File: config.mk
export PLATFORM = sky130hd
export DESIGN_NAME = sevenseg_scan_ctl
export DESIGN_NICKNAME = d
export VERILOG_FILES = /design/src/rtl/sevenseg_scan_ctl.sv
export SDC_FILE = /design/constraint.sdc
export NUM_CORES = 1
export LEC_CHECK = 0
export CORE_ASPECT_RATIO = 1.4
export CORE_MARGIN = 1.5
export CORE_UTILIZATION = 50
export DETAILED_ROUTE_END_ITERATION = 10
export DONT_BUFFER_PORTS = 1
export GPL_TIMING_DRIVEN = 1
export SETUP_SLACK_MARGIN = 0.3
export SYNTH_ARGS = -nofsm -noshare
export SYNTH_HDL_FRONTEND = slang
export SYNTH_SLANG_ARGS = --single-unit
File: constraint.sdc
create_clock -name clk -period 3.7 [get_ports clk]
set_input_delay 0.37 -clock clk [delete_from_list [all_inputs] [get_ports clk]]
set_output_delay 0.37 -clock clk [all_outputs]
set_load 0.05 [all_outputs]
File: src/rtl/sevenseg_scan_ctl.sv
// sevenseg_scan_ctl: multiplexed common-anode seven-segment scan controller.
// Scans NDIGITS digits, each selected for SLOT_CYCLES clocks. The controller
// supports per-digit decimal points, a per-digit enable mask and 16-level PWM
// brightness. It captures its inputs only at frame boundaries, so a frame on
// the display never mixes old and new values.
// Optional feature: define SEVENSEG_LZB_EN to enable leading-zero blanking.
// Valid/ready: none; inputs are level-sampled at frame boundaries, and the
// outputs are registered pin levels.
module sevenseg_scan_ctl #(
  parameter int NDIGITS     = 8,
  parameter int SLOT_CYCLES = 100000
) (
  input  logic                 clk,
  input  logic                 rst,
  input  logic [4*NDIGITS-1:0] data,
  input  logic [NDIGITS-1:0]   dp,
  input  logic [NDIGITS-1:0]   dig_en,
  input  logic [3:0]           bright,
  output logic [6:0]           segs_n,
  output logic                 dp_n,
  output logic [NDIGITS-1:0]   an_n,
  output logic                 frame_tick
);

  localparam int SCW  = $clog2(SLOT_CYCLES);
  localparam int IDXW = $clog2(NDIGITS);
  localparam logic [SCW-1:0]  SC_LAST  = SCW'(SLOT_CYCLES - 1);
  localparam logic [IDXW-1:0] IDX_LAST = IDXW'(NDIGITS - 1);
  localparam logic [NDIGITS-1:0] ONE_HOT0 = NDIGITS'(1);

  // Active-high hex decode, bit order {g,f,e,d,c,b,a}.
  function automatic logic [6:0] hex_seg(input logic [3:0] v);
    case (v)
      4'h0: hex_seg = 7'h3F;
      4'h1: hex_seg = 7'h06;
      4'h2: hex_seg = 7'h5B;
      4'h3: hex_seg = 7'h4F;
      4'h4: hex_seg = 7'h66;
      4'h5: hex_seg = 7'h6D;
      4'h6: hex_seg = 7'h7D;
      4'h7: hex_seg = 7'h07;
      4'h8: hex_seg = 7'h7F;
      4'h9: hex_seg = 7'h6F;
      4'hA: hex_seg = 7'h77;
      4'hB: hex_seg = 7'h7C;
      4'hC: hex_seg = 7'h39;
      4'hD: hex_seg = 7'h5E;
      4'hE: hex_seg = 7'h79;
      default: hex_seg = 7'h71;
    endcase
  endfunction

  // Scan state and frame-synchronous shadow copies of the inputs.
  logic [SCW-1:0]       sc_q, sc_d;
  logic [IDXW-1:0]      idx_q, idx_d;
  logic [3:0]           pwm_q, pwm_d;
  logic [4*NDIGITS-1:0] sh_data_q, sh_data_d;
  logic [NDIGITS-1:0]   sh_dp_q, sh_dp_d;
  logic [NDIGITS-1:0]   sh_en_q, sh_en_d;
  logic [3:0]           sh_bright_q, sh_bright_d;
  // start_q forces a frame boundary on the first cycle out of reset.
  logic                 start_q;
  // loaded_q marks the state cycle right after a shadow load (digit 0 begins).
  logic                 loaded_q, loaded_d;
  logic                 boundary;

  // Registered pin drivers.
  logic [6:0]           segs_q, segs_d;
  logic                 dp_n_q, dp_n_d;
  logic [NDIGITS-1:0]   an_n_q, an_n_d;
  logic                 frame_q, frame_d;

  logic [NDIGITS-1:0]   eff_en;
  logic [3:0]           cur_val;
  logic                 lit;

`ifdef SEVENSEG_LZB_EN
  logic [NDIGITS-1:0] lzb_mask;
  logic               higher_zero;
  // Blank zero digits above the most significant nonzero enabled digit.
  always_comb begin
    lzb_mask    = '0;
    higher_zero = 1'b1;
    for (int i = NDIGITS - 1; i > 0; i--) begin
      if (higher_zero && (sh_data_q[4*i +: 4] == 4'h0)) lzb_mask[i] = 1'b1;
      higher_zero = higher_zero && ((sh_data_q[4*i +: 4] == 4'h0) || !sh_en_q[i]);
    end
  end
  assign eff_en = sh_en_q & ~lzb_mask;
`else
  assign eff_en = sh_en_q;
`endif

  // Next-state logic: slot/digit counters, PWM, and the shadow load at frame boundaries.
  always_comb begin
    sc_d        = sc_q;
    idx_d       = idx_q;
    pwm_d       = pwm_q + 4'd1;
    sh_data_d   = sh_data_q;
    sh_dp_d     = sh_dp_q;
    sh_en_d     = sh_en_q;
    sh_bright_d = sh_bright_q;
    boundary    = start_q || ((sc_q == SC_LAST) && (idx_q == IDX_LAST));
    loaded_d    = boundary;
    if (boundary) begin
      sc_d        = '0;
      idx_d       = '0;
      sh_data_d   = data;
      sh_dp_d     = dp;
      sh_en_d     = dig_en;
      sh_bright_d = bright;
    end else if (sc_q == SC_LAST) begin
      sc_d  = '0;
      idx_d = idx_q + 1'b1;
    end else begin
      sc_d = sc_q + 1'b1;
    end
  end

  // Output decode from the current state; every pin comes from the same state, so anodes and segments change together.
  always_comb begin
    cur_val = sh_data_q[4*int'(idx_q) +: 4];
    lit     = eff_en[idx_q] && (pwm_q <= sh_bright_q);
    an_n_d  = '1;
    segs_d  = 7'h7F;
    dp_n_d  = 1'b1;
    frame_d = loaded_q;
    if (lit) begin
      an_n_d = ~(ONE_HOT0 << idx_q);
      segs_d = ~hex_seg(cur_val);
      dp_n_d = ~sh_dp_q[idx_q];
    end
  end

  // State and output registers with synchronous reset.
  always_ff @(posedge clk) begin
    if (rst) begin
      sc_q        <= '0;
      idx_q       <= '0;
      pwm_q       <= '0;
      sh_data_q   <= '0;
      sh_dp_q     <= '0;
      sh_en_q     <= '0;
      sh_bright_q <= '0;
      start_q     <= 1'b1;
      loaded_q    <= 1'b0;
      segs_q      <= 7'h7F;
      dp_n_q      <= 1'b1;
      an_n_q      <= '1;
      frame_q     <= 1'b0;
    end else begin
      sc_q        <= sc_d;
      idx_q       <= idx_d;
      pwm_q       <= pwm_d;
      sh_data_q   <= sh_data_d;
      sh_dp_q     <= sh_dp_d;
      sh_en_q     <= sh_en_d;
      sh_bright_q <= sh_bright_d;
      start_q     <= 1'b0;
      loaded_q    <= loaded_d;
      segs_q      <= segs_d;
      dp_n_q      <= dp_n_d;
      an_n_q      <= an_n_d;
      frame_q     <= frame_d;
    end
  end

  assign segs_n     = segs_q;
  assign dp_n       = dp_n_q;
  assign an_n       = an_n_q;
  assign frame_tick = frame_q;

endmodule
# Yosys cells after proc, flatten, opt, wreduce, memory -nomap -nowiden
# Memories as Yosys holds them, arrays and structs flattened.
# Cells that the tools add are included.
# classes
add_sub_neg	3
magnitude_cmp	2
eq_ne	2
shift	2
mux	6
bitwise_logic	4
n_reduce_logical	6
# ops
op	n
$shiftx A32 B6 Y4	1
$add A17 B1 Y17 const B	1
$eq A17 B17 Y1 const B	1
$not A8 Y8	1
$shl A1 B3 Y8 const A	1
$mux W7	1
$not A7 Y7	1
$bmux W1 S3	2
$add A4 B1 Y4 const B	1
$le A4 B4 Y1	1
$lt A3 B4 Y1 const B	1
$reduce_or A2 Y1	2
$add A3 B1 Y3 const B	1
$eq A3 B3 Y1 const B	1
$mux W1	3
$reduce_or A3 Y1	1
$logic_and A1 B1 Y1	2
$not A1 Y1	2
$logic_or A1 B1 Y1	1
# totals
regBits	95
mem_bits_ro	112
input_bits	54
out_inout_bits	17
mem_count	1
# mem_list
name	depth	width	read_ports	rd_ports_with_merged_regs	write_ports	line	rtl
(name not given)	16	7	1	0	0	33	case (v)

# Longest topological paths before layout
# depth
word_depth	5
depth_mapped	10

# Worst setup path after synthesis
# Ideal clock, no wire load.
# synth_path
path_kind	flip-flop to flip-flop
startpoint	register idx_q[0]
endpoint	register segs_q[3] (netlist: segs_n[3])
setup_ps	58
arrival_time_ps	2165
required_time_ps	3642
slack_ps	1477
path_stages_with_launch	11
cell_sequence	dfxtp_1 -> buf_4 -> mux4_2 -> nand2_1 -> nand2_1 -> inv_1 -> ha_1 -> nand2_1 -> o21ai_0 -> mux2_2 -> nand2_1
# synth_between
elab_chain_cells	5
word_cells_on_any_way	9
# synth_lines
element	line	rtl
start: declaration	55	logic [IDXW-1:0] idx_q, idx_d;
start signal: assignment	153	idx_q <= idx_d;
branches (longest 5 deep; another with $mem_v2 Z16 W7)	-	
end signal: assignment	161	segs_q <= segs_d;
end: declaration	68	logic [6:0] segs_q, segs_d;
# Parallel ways; which one is timed is not known. The select of a mux whose other input is x is not followed.
# A chain may end at the register's enable or synchronous reset.

# Worst setup path after layout
# Same ends and word-level chain as after synthesis.

==> impl_metrics.json <==
{
  "fin_hold_ws_ps": 32.2,
  "cts_tree": "done",
  "start_util": 0.518,
  "p_leak_uw": 0.00156,
  "synth_warnings": 0,
  "grt_pass1_vias": 2394,
  "core_mm2": 0.00741,
  "die_h_um": 107,
  "drt_iter0_drc": 114,
  "max_slew_margin": 0.325,
  "power.density_mw_per_mm2": 479,
  "dominantRegCellSynth": "dfxtp_1",
  "rsz0062_at_grt": "no",
  "num-nets-final": 405,
  "synth.area.top_cells": "dfxtp_1, a22o_1, mux4_2, ha_1, xor2_1",
  "area_delta_synth_final_pct": 6.39,
  "synth_common_cells": "dfxtp_1, a22o_1, nor2_1, nand2_1, ha_1",
  "finish.instance_area_mm2": 0.00408,
  "grt_pass1_wl_mm": 11.4,
  "dieArea_mm2": 0.00822,
  "placed_cell_area_mm2": 0.00387,
  "reg2reg_from": "idx_q[0]$_SDFFE_PP0P_",
  "setup_viol_count_final": 0,
  "tns_ps": 0,
  "synthDominantCellAreaShare": 0.496,
  "syn-instance-count": 338,
  "syn_nets": 410,
  "clock-sinks": 95,
  "track_usage": 0.180,
  "clock-root-buffer": "clkbuf_8",
  "ant_nets": 0,
  "antenna_found_initial": 0,
  "wl_per_cell_um": 16.3,
  "drv_slew": 0,
  "worst_pin_slew_ps": 1010,
  "grt_overflow": 0,
  "avgSynthCellArea_um2": 11.4,
  "power_uw": 1950,
  "drc": 0,
  "hold_viol_final": 0,
  "period_minus_slack_ps": 2700,
  "ctsResizeCount": 0,
  "clock.fmax_mhz": 370,
  "gp_congestion": 0.744,
  "hold_class": "primary input to register",
  "cts_hold_buf": 0,
  "dp_hpwl_mm": 4.92,
  "worstHoldStart": "rst",
  "min_period_over_period": 0.730,
  "post-synth-top-count-cell": "dfxtp_1",
  "numCtsBuffers": 9,
  "vias": 2400,
  "clk_pin_slew_ps": 80,
  "die_w_um": 77.0,
  "arrival_ps": 2910,
  "cp-end-kind": "register",
  "outcome": "finished clean",
  "peakVddDrop_mv": 0.342,
  "fillCellCount": 652,
  "cp_max_fo": 15,
  "fp-row-count": 37,
  "numPortBuffers": 0,
  "grt_max_degree": 54,
  "htreeDepth": 3,
  "viasPerCell": 5.53,
  "fin_worst_skew_ps": 9.64,
  "cap_violations": 0,
  "cts_buffer_depth": 2,
  "drive_above_1_share": 0.116,
  "syn_area_mm2": 0.00384,
  "ys_types": 39,
  "synth-async-reset-ratio": 0,
  "antennaDiodeCount": 0,
  "first_pass_iters": 4,
  "ys_ff_latch": 95,
  "wl_mm": 7.07,
  "crit_start": "idx_q[0]$_SDFFE_PP0P_",
  "synth-seq-area-share": 0.496,
  "critPathRequiredTime_ps": 3910,
  "crit_type": "register to register",
  "synth-edff-count": 0,
  "clkLatencyLatePin_ps": 370,
  "io_pins": 71,
  "postCtsSetupBuffers": 0,
  "crit_path_start_kind": "register",
  "yosysTopAreaCell": "dfxtp_1"
}
## through the flow
stage                     cells   util  worst slack [ps]
final                       434  0.551              1000
after global routing        434  0.551               670
after CTS                   434  0.551               941
after detailed placement    419  0.523               963
after global placement      419  0.523              1010
after floorplan             338      -              1480
## cell type report
class                      instances  area, um^2  area share
sequential                        95        1900       0.466
multi-input combinational        214        1780       0.435
clock buffer                      11         141      0.0346
tap                               97         121      0.0297
clock inverter                     4        70.1      0.0172
inverter                          10        37.5     0.00919
timing repair buffer               3        35.0     0.00858
## cells by family after synthesis
family                   synth area share
AO/OA/AOI/OAI                       0.151
adder cells (fa/ha/maj)            0.0587
XOR/XNOR                           0.0411
multiplexers                       0.0919
buffers and inverters              0.0437
AND/OR/NAND/NOR                     0.118
flip-flops                          0.496
## critical path: stages (launching register included)
cell     delay, ps
dfxtp_1        900
mux4_2         590
nand2_1         70
and2_1         250
inv_1          120
ha_1           240
o21ai_0        170
mux2_2         170
nand2_1         50
## power by group
part / switching (uW) / internal (uW) / total (uW)
logic: 58.8 / 62.6 / 121
clock network: 334 / 393 / 727
registers: 40.7 / 1060 / 1110
total: 433 / 1520 / 1950
## layout by cell type, fill, tap and decap left out, types with 5 or more instances in the layout
| master | synthesis | layout |
|---|---|---|
| xor2_1 | 11 | 11 |
| dfxtp_1 | 95 | 95 |
| inv_1 | 9 | 9 |
| mux2i_1 | 6 | 6 |
| a22o_1 | 52 | 52 |
| ha_1 | 18 | 18 |
| clkbuf_8 | 0 | 10 |
| mux4_2 | 12 | 12 |
| nand2_1 | 23 | 23 |
| nand3_1 | 16 | 16 |
| nand4_1 | 5 | 5 |
| nand2b_1 | 5 | 5 |
| nor2_1 | 24 | 24 |
| xnor2_1 | 7 | 7 |
## flip-flops by register name (all words and copies together), names as in the netlist
signal	flops
sh_bright_q	4
sc_q	17
dp_n	1
frame_tick	1
start_q	1
segs_n	7
idx_q	3
pwm_q	4
an_n	8
sh_dp_q	8
frame_d	1
sh_data_q	32
eff_en	8
## metal layers
layer	up-vias	share of wire	track usage
met5	-	0	0
met4	0	0.029	0.110
met3	15	0.046	0.0383
met2	62	0.46	0.277
met1	1109	0.46	0.231
li1	1214	-	-
## final timing paths
path	end	slack (ps)	cells after the start
max	segs_n[3]$_SDFF_PP1_	1000	8
min	start_q$_DFF_P_	30	0
max reg2reg	segs_n[3]$_SDFF_PP1_	1000	8
min reg2reg	frame_tick$_SDFF_PP0_	450	1
Power figures use the tool's default switching activity.
